### src/rtl/debounce_bank.sv
// debounce_bank: multi-channel debouncer (2-flop sync, stability counter, level, press/release pulses).
// Optional auto-repeat generator is compiled in when DEBOUNCE_BANK_REPEAT_EN is defined.
module debounce_bank #(
  parameter int                  CHANNELS      = 4,
  parameter int                  CNT_W         = 9,
  parameter logic [CHANNELS-1:0] ACTIVE_LOW    = {CHANNELS{1'b0}},
  parameter int                  REPEAT_DELAY  = 50_000_000,
  parameter int                  REPEAT_PERIOD = 10_000_000
) (
  input  logic                clk,
  input  logic                rst,
  input  logic [CHANNELS-1:0] button,
  output logic [CHANNELS-1:0] button_state,
  output logic [CHANNELS-1:0] button_down,
  output logic [CHANNELS-1:0] button_up,
  output logic [CHANNELS-1:0] button_repeat,
  output logic                any_down
);

  localparam logic [CNT_W-1:0] CNT_MAX = {CNT_W{1'b1}};

`ifdef DEBOUNCE_BANK_REPEAT_EN
  localparam int REP_MAX = (REPEAT_DELAY > REPEAT_PERIOD) ? REPEAT_DELAY : REPEAT_PERIOD;
  localparam int REP_W   = $clog2(REP_MAX + 1);
  localparam logic [REP_W-1:0] REP_D = REP_W'(REPEAT_DELAY);
  localparam logic [REP_W-1:0] REP_P = REP_W'(REPEAT_PERIOD);
`endif

  logic [CHANNELS-1:0] w_raw;

  assign w_raw    = button ^ ACTIVE_LOW;
  assign any_down = |button_down;

  genvar gi;
  generate
    for (gi = 0; gi < CHANNELS; gi++) begin : g_ch
      logic             r_sync0;
      logic             r_sync1;
      logic             r_state;
      logic             r_down;
      logic             r_up;
      logic [CNT_W-1:0] r_cnt;
      logic             w_mismatch;
      logic             w_accept;

      assign w_mismatch = r_sync1 ^ r_state;
      assign w_accept   = w_mismatch && (r_cnt == CNT_MAX);

      always_ff @(posedge clk or posedge rst) begin
        if (rst) begin
          r_sync0 <= 1'b0;
          r_sync1 <= 1'b0;
          r_state <= 1'b0;
          r_down  <= 1'b0;
          r_up    <= 1'b0;
          r_cnt   <= '0;
        end else begin
          r_sync0 <= w_raw[gi];
          r_sync1 <= r_sync0;
          r_down  <= w_accept && !r_state;
          r_up    <= w_accept && r_state;
          if (w_accept) begin
            r_state <= ~r_state;
          end
          // Any break in the mismatch throws away the accumulated count.
          if (!w_mismatch || w_accept) begin
            r_cnt <= '0;
          end else begin
            r_cnt <= r_cnt + CNT_W'(1);
          end
        end
      end

      assign button_state[gi] = r_state;
      assign button_down[gi]  = r_down;
      assign button_up[gi]    = r_up;

`ifdef DEBOUNCE_BANK_REPEAT_EN
      logic [REP_W-1:0] r_hold;
      logic             r_rep_armed;
      logic             r_repeat;
      logic             w_state_next;
      logic [REP_W-1:0] w_hold_inc;
      logic [REP_W-1:0] w_target;
      logic             w_hit;

      assign w_state_next = r_state ^ w_accept;
      assign w_hold_inc   = r_hold + REP_W'(1);
      assign w_target     = r_rep_armed ? REP_P : REP_D;
      // Requiring the old state high keeps repeats off the press edge; the next state kills them on release.
      assign w_hit        = r_state && w_state_next && (w_hold_inc == w_target);

      always_ff @(posedge clk or posedge rst) begin
        if (rst) begin
          r_hold      <= '0;
          r_rep_armed <= 1'b0;
          r_repeat    <= 1'b0;
        end else if (!r_state) begin
          r_hold      <= '0;
          r_rep_armed <= 1'b0;
          r_repeat    <= 1'b0;
        end else begin
          r_repeat <= w_hit;
          if (w_hit) begin
            r_hold      <= '0;
            r_rep_armed <= 1'b1;
          end else begin
            r_hold <= w_hold_inc;
          end
        end
      end

      assign button_repeat[gi] = r_repeat;
`else
      assign button_repeat[gi] = 1'b0;
`endif
    end

`ifndef DEBOUNCE_BANK_REPEAT_EN
    // Repeat timing parameters stay referenced so both builds share one parameter list.
    if (REPEAT_DELAY < 1 || REPEAT_PERIOD < 1) begin : g_repeat_cfg_idle
    end
`endif
  endgenerate

endmodule
### config.mk
export PLATFORM = sky130hd
export DESIGN_NAME = debounce_bank
export DESIGN_NICKNAME = d
export VERILOG_FILES = /design/src/rtl/debounce_bank.sv
export SDC_FILE = /design/constraint.sdc
export NUM_CORES = 1
export LEC_CHECK = 0
export CAP_MARGIN = 20
export CORE_UTILIZATION = 56
export DETAILED_ROUTE_END_ITERATION = 10
export PLACE_DENSITY = 0.89
export SETUP_SLACK_MARGIN = 0.2
export SYNTH_ARGS = -nofsm -noshare
export SYNTH_HDL_FRONTEND = slang
export SYNTH_SLANG_ARGS = --single-unit
### constraint.sdc
create_clock -name clk -period 2 [get_ports clk]
set_clock_uncertainty 0.1 [all_clocks]
set_input_delay 0.3 -clock clk [delete_from_list [all_inputs] [get_ports clk]]
set_output_delay 0.3 -clock clk [all_outputs]
set_load 0.05 [all_outputs]
After elaboration in Yosys (flattened, before gate mapping)
Index checks and enable logic that the tools add are counted.
- add/subtract/negate cells: 4
- equality and inequality tests: 4
- mux-type cells: 4
- bitwise operators: 8
- reduce and logical (&&, ||, !) cells: 25
- operator list (kind ; count):
    9-bit by 1-bit adder with 9-bit output (second input constant) ; 4
    9-bit == test (second input constant) ; 4
    9-bit two-way mux ; 4
    1-bit logical AND ; 12
    1-bit logical NOT ; 8
    1-bit logical OR ; 4
    1-bit NOT ; 4
    4-bit OR reduction ; 1
    1-bit bitwise XOR ; 4
- flip-flop bits (word level): 56
- input port bits: 6
- output and inout port bits: 17
- logic and storage cells: 69

Longest topological paths before layout
- depth after elaboration: 4
- gate-level depth with buffers: 7
- gate-level depth less buffers: 6

Worst setup path after synthesis
Ideal clock, no wire load.
- path type: register to register
- start point: register g_ch[3].r_cnt[0]
- end point: register g_ch[3].r_cnt[2]
- setup time: 0.130 ns
- arrival: 1.327 ns
- required time: 1.770 ns
- slack: 0.443 ns
- cell stages (with the launch flop): 8
- buffers on the path: 1
- clock period less this slack: 1.557 ns
- cells stage by stage: dfrtp_1 -> ha_1 -> nand3_1 -> nor2_1 -> ha_1 -> nand2b_1 -> clkbuf_1 -> nor2_1
- cells in the longest elaborated chain, start to end: 4
- elaborated cells between the ends (all ways): 5
- those cells by class: add/sub: 1; eq/ne: 1; mux: 1; reduce/logical: 2
- RTL lines (element ; line ; RTL):
    from (decl) ; 42 ; logic [CNT_W-1:0] r_cnt;
    from (signal assigned) ; 69 ; r_cnt <= r_cnt + CNT_W'(1);
    parallel branches: the longest is 3 deep, another holds 9-bit by 1-bit adder with 9-bit output ; -- ;
    9-bit two-way mux (*) ; 66 ; if (!w_mismatch || w_accept) begin
Every way passes the cells marked *.
A chain may end at the register's enable or synchronous reset.

Worst setup path in the final report
- start point: register g_ch[1].r_down
- end point: output any_down
- cells in the longest elaborated chain, start to end: 1
- RTL lines (element ; line ; RTL):
    from (decl) ; 40 ; logic r_down;
    from (signal assigned) ; 60 ; r_down <= w_accept && !r_state;
    4-bit OR reduction ; 32 ; assign any_down = |button_down;
    to (decl) ; 17 ; output logic any_down
Every way passes these cells.

==> summary.md <==
| Metric | Value |
|---|---|
| Worst-skew pair later-pin latency | 0.31 ns |
| Total gr overflow | 0 |
| PD cells | 726 nW/µm² |
| TritonRoute pass-1 iters | 4 |
| Largest net degree at the start of global routing | 26 |
| Setup_tns | 0 ns |
| RePlAce Congestion | 0.795 |
| Worst path cell trace | or4_4 -> buf_6 |
| Fin crit period | 1.78 ns |
| CP endpoint | any_down |
| Met3 usage in global routing | 3.72% |
| CTS tree | built |
| Die span in x | 67.3 µm |
| Mean Syn Cell Area | 10.6 µm² |
| Via density per instance | 5.29 |
| Number of synthesized flops with an enable pin | 0 |
| Initial DRC count | 114 |
| P_leak | 1.24 nW |
| Dpl hpwl | 2530 µm |
| ANT cells | 0 |
| Post-CTS Setup Inserts | 0 |
| M2 GR Usage | 32.3% |
| Worst R2R Start | g_ch[2].r_cnt[0] |
| Average wire per standard cell | 12.3 µm |
| Drt total wl | 3520 µm |
| Cells on worst reg2reg path | 6 |
| Synth Area in Compound Gates | 5.65% |
| Final period util | 89.2% |
| Non-Filler Instances | 287 |
| Final hold slack | 0.212 ns |
| First-pass GRT wire length | 5980 µm |
| Met1 GRT Util | 20.0% |
| Tightest Hold Check Type | in2async |
| Via count | 1519 |
| Num rows | 23 |
| CP max FO | 2 |
| Post-Synth Adder-Cell Area | 4.19% |
| Max-Cap Viols | 0 |
| Measured slew at the worst slew-check pin | 0.511 ns |
| Fillers | 316 |
| Unique masters post-synth | 21 |
| Worst slew margin | 66.1% |
| Root Driver | clkbuf_8 |
| I/O pins | 23 |
| Final Hold Viols | 0 |
| Crit start category | register |
| Clock Sinks | 56 |
| Layout Area Growth over Synthesis | 9.94% |
| Post-synthesis sequential area ratio | 58.6% |
| Setup violators final | 0 |
| Crit Path Class | reg2out |
| Ys Warns | 0 |
| Max VDD drop | 0.310 mV |
| TritonCTS Buffers | 5 |
| DRC viols | 0 |
| GRT Total Usage | 18.3% |
| Number of global-route vias before repair | 1424 |
| Syn Std Cell Area | 2390 µm² |
| Cell Area, Placed | 2530 µm² |
| Arrival time at the worst endpoint | 1.38 ns |
| ANT nets after route | 0 |
| Crit end category | output pin |
| Synthesized instance count | 226 |
| Slowest-stage cell, CP | or4_4 |
| Most common cell after layout, fill and taps aside | dfrtp_1 |
| Height of the die | 67.3 µm |
| H-Tree Depth | 2 |
| Xor-xnor portion of the synthesized cell area | 5.86% |
| Worst path max stage delay | 0.53 ns |
| Final instance area | 2630 µm² |
| Mux cell area share after synthesis | 0.471% |
| Outcome | completed |
| Area share of and/or/nand/nor cells after synthesis | 17.5% |
| WP data required | 1.60 ns |
| Clk slew on worst S/H paths | 0.09 ns |
| CP Launch Point | g_ch[1].r_down |
| Initial core utilization | 58.9% |
| Nets@finish | 250 |
| Longest Clk Path Bufs | 2 |
| Number of port buffers | 18 |
| Main flop type after synthesis | dfrtp_1 |
| R2r endpoint | g_ch[2].r_cnt[6] |
| Die area | 4540 µm² |
| Placed Cells | 279 |
| Layout cells sized above 1 | 7.59% |
| R2r setup slk | 0.34 ns |
| Most Crowded Layer GR | met2 |
| Async set-reset flop share out of synthesis | 100% |
| Tot Pwr | 1.91 mW |
| Commonest cells after routing, fill and taps aside | dfrtp_1 (56), nor2_1 (32), o21ai_0 (15) |
| Initial antenna violation count | 0 |
| Max-slew violation count | 0 |
| Flops & latches, synth | 56 |
| Core area | 4060 µm² |
| Fmax | 561 MHz |
| RSZ-0062 raised after global routing | yes |
| Largest family of logic cells by synthesized area | simple AND/OR/NAND/NOR gates |
==> metrics by stage <==
stage                     setup slack, ns  util (%)
after detailed placement            0.323      62.5
after global routing                0.169      64.8
after CTS                           0.196      64.6
after floorplan                     0.229         -
after global placement              0.354      62.5
final                               0.216      64.8
==> cell families (layout without fill, tap and decap cells) <==
group / Yosys count / after routing
AND/OR/NAND/NOR: 85 / 85
flip-flops: 56 / 56
buffers and inverters: 32 / 40
AO/OA/AOI/OAI: 27 / 27
XOR/XNOR: 16 / 16
adder cells (fa/ha/maj): 8 / 8
other: 1 / 4
multiplexers: 1 / 1
==> where the power goes <==
group,internal [mW],switching [mW]
combinational,0.0358,0.0697
clock,0.282,0.339
sequential,1.16,0.0234
total,1.48,0.432
==> worst min-delay path by stage <==
stage                            endpoint  cells after the start            start
after floorplan           g_ch[0].r_sync1                      0  g_ch[0].r_sync0
after detailed placement  g_ch[3].r_sync1                      0  g_ch[3].r_sync0
after CTS                  g_ch[1].r_down                      2              rst
final                      g_ch[1].r_down                      2              rst
after global placement    g_ch[0].r_sync1                      0  g_ch[0].r_sync0
after global routing       g_ch[1].r_down                      2              rst
==> critical path, delay by kind of cell, from the launching register on <==
| kind | cells | cell delay [ns] |
|---|---|---|
| buffers and inverters | 1 | 0.17 |
| flip-flops | 1 | 0.38 |
| AND/OR/NAND/NOR | 1 | 0.53 |
==> Yosys cell counts, drive strengths merged (8+ instances only) <==
| cell | n | share of area [%] |
|---|---|---|
| ha | 8 | 4.2 |
| or3 | 12 | 3.1 |
| buf | 16 | 5.0 |
| nand2 | 12 | 1.9 |
| nor2 | 32 | 5.0 |
| a21oi | 12 | 2.5 |
| dfrtp | 56 | 59 |
| nand3 | 16 | 3.8 |
| o21ai | 15 | 3.1 |
| inv | 12 | 1.9 |
| xor2 | 12 | 4.4 |
==> state kept, by name (all words and copies together), names as in the netlist <==
register      cells
g_ch.r_state      4
g_ch.r_sync0      4
g_ch.r_down       4
g_ch.r_sync1      4
g_ch.r_up         4
g_ch.r_cnt       36
==> what timing repair did <==
action / 4_1_cts / 5_1_grt
pin swaps: 0 / 0
gates resized for setup: 14 / 3
hold endpoints to repair: 0 / 0
endpoints found under the setup margin: 13 / 14
hold buffers: 0 / 0
==> metal layers <==
layer	vias up	part of all wire, %	wire (µm)
li1	746	-	-
met1	731	43	1520
met2	38	51	1800
met3	4	4.3	151
met4	0	1.3	47
met5	-	0	0
==> cell type report <==
class | instances | area, µm² | share of cell area (%)
inverters | 12 | 45.0 | 1.71
well taps | 50 | 62.6 | 2.38
multi-input cells | 141 | 832 | 31.7
clock buffers | 7 | 86.3 | 3.28
repair buffers | 20 | 194 | 7.38
clock inverters | 1 | 7.51 | 0.286
flip-flops and latches | 56 | 1400 | 53.3
No activity file was read; power rests on OpenSTA's default activity.
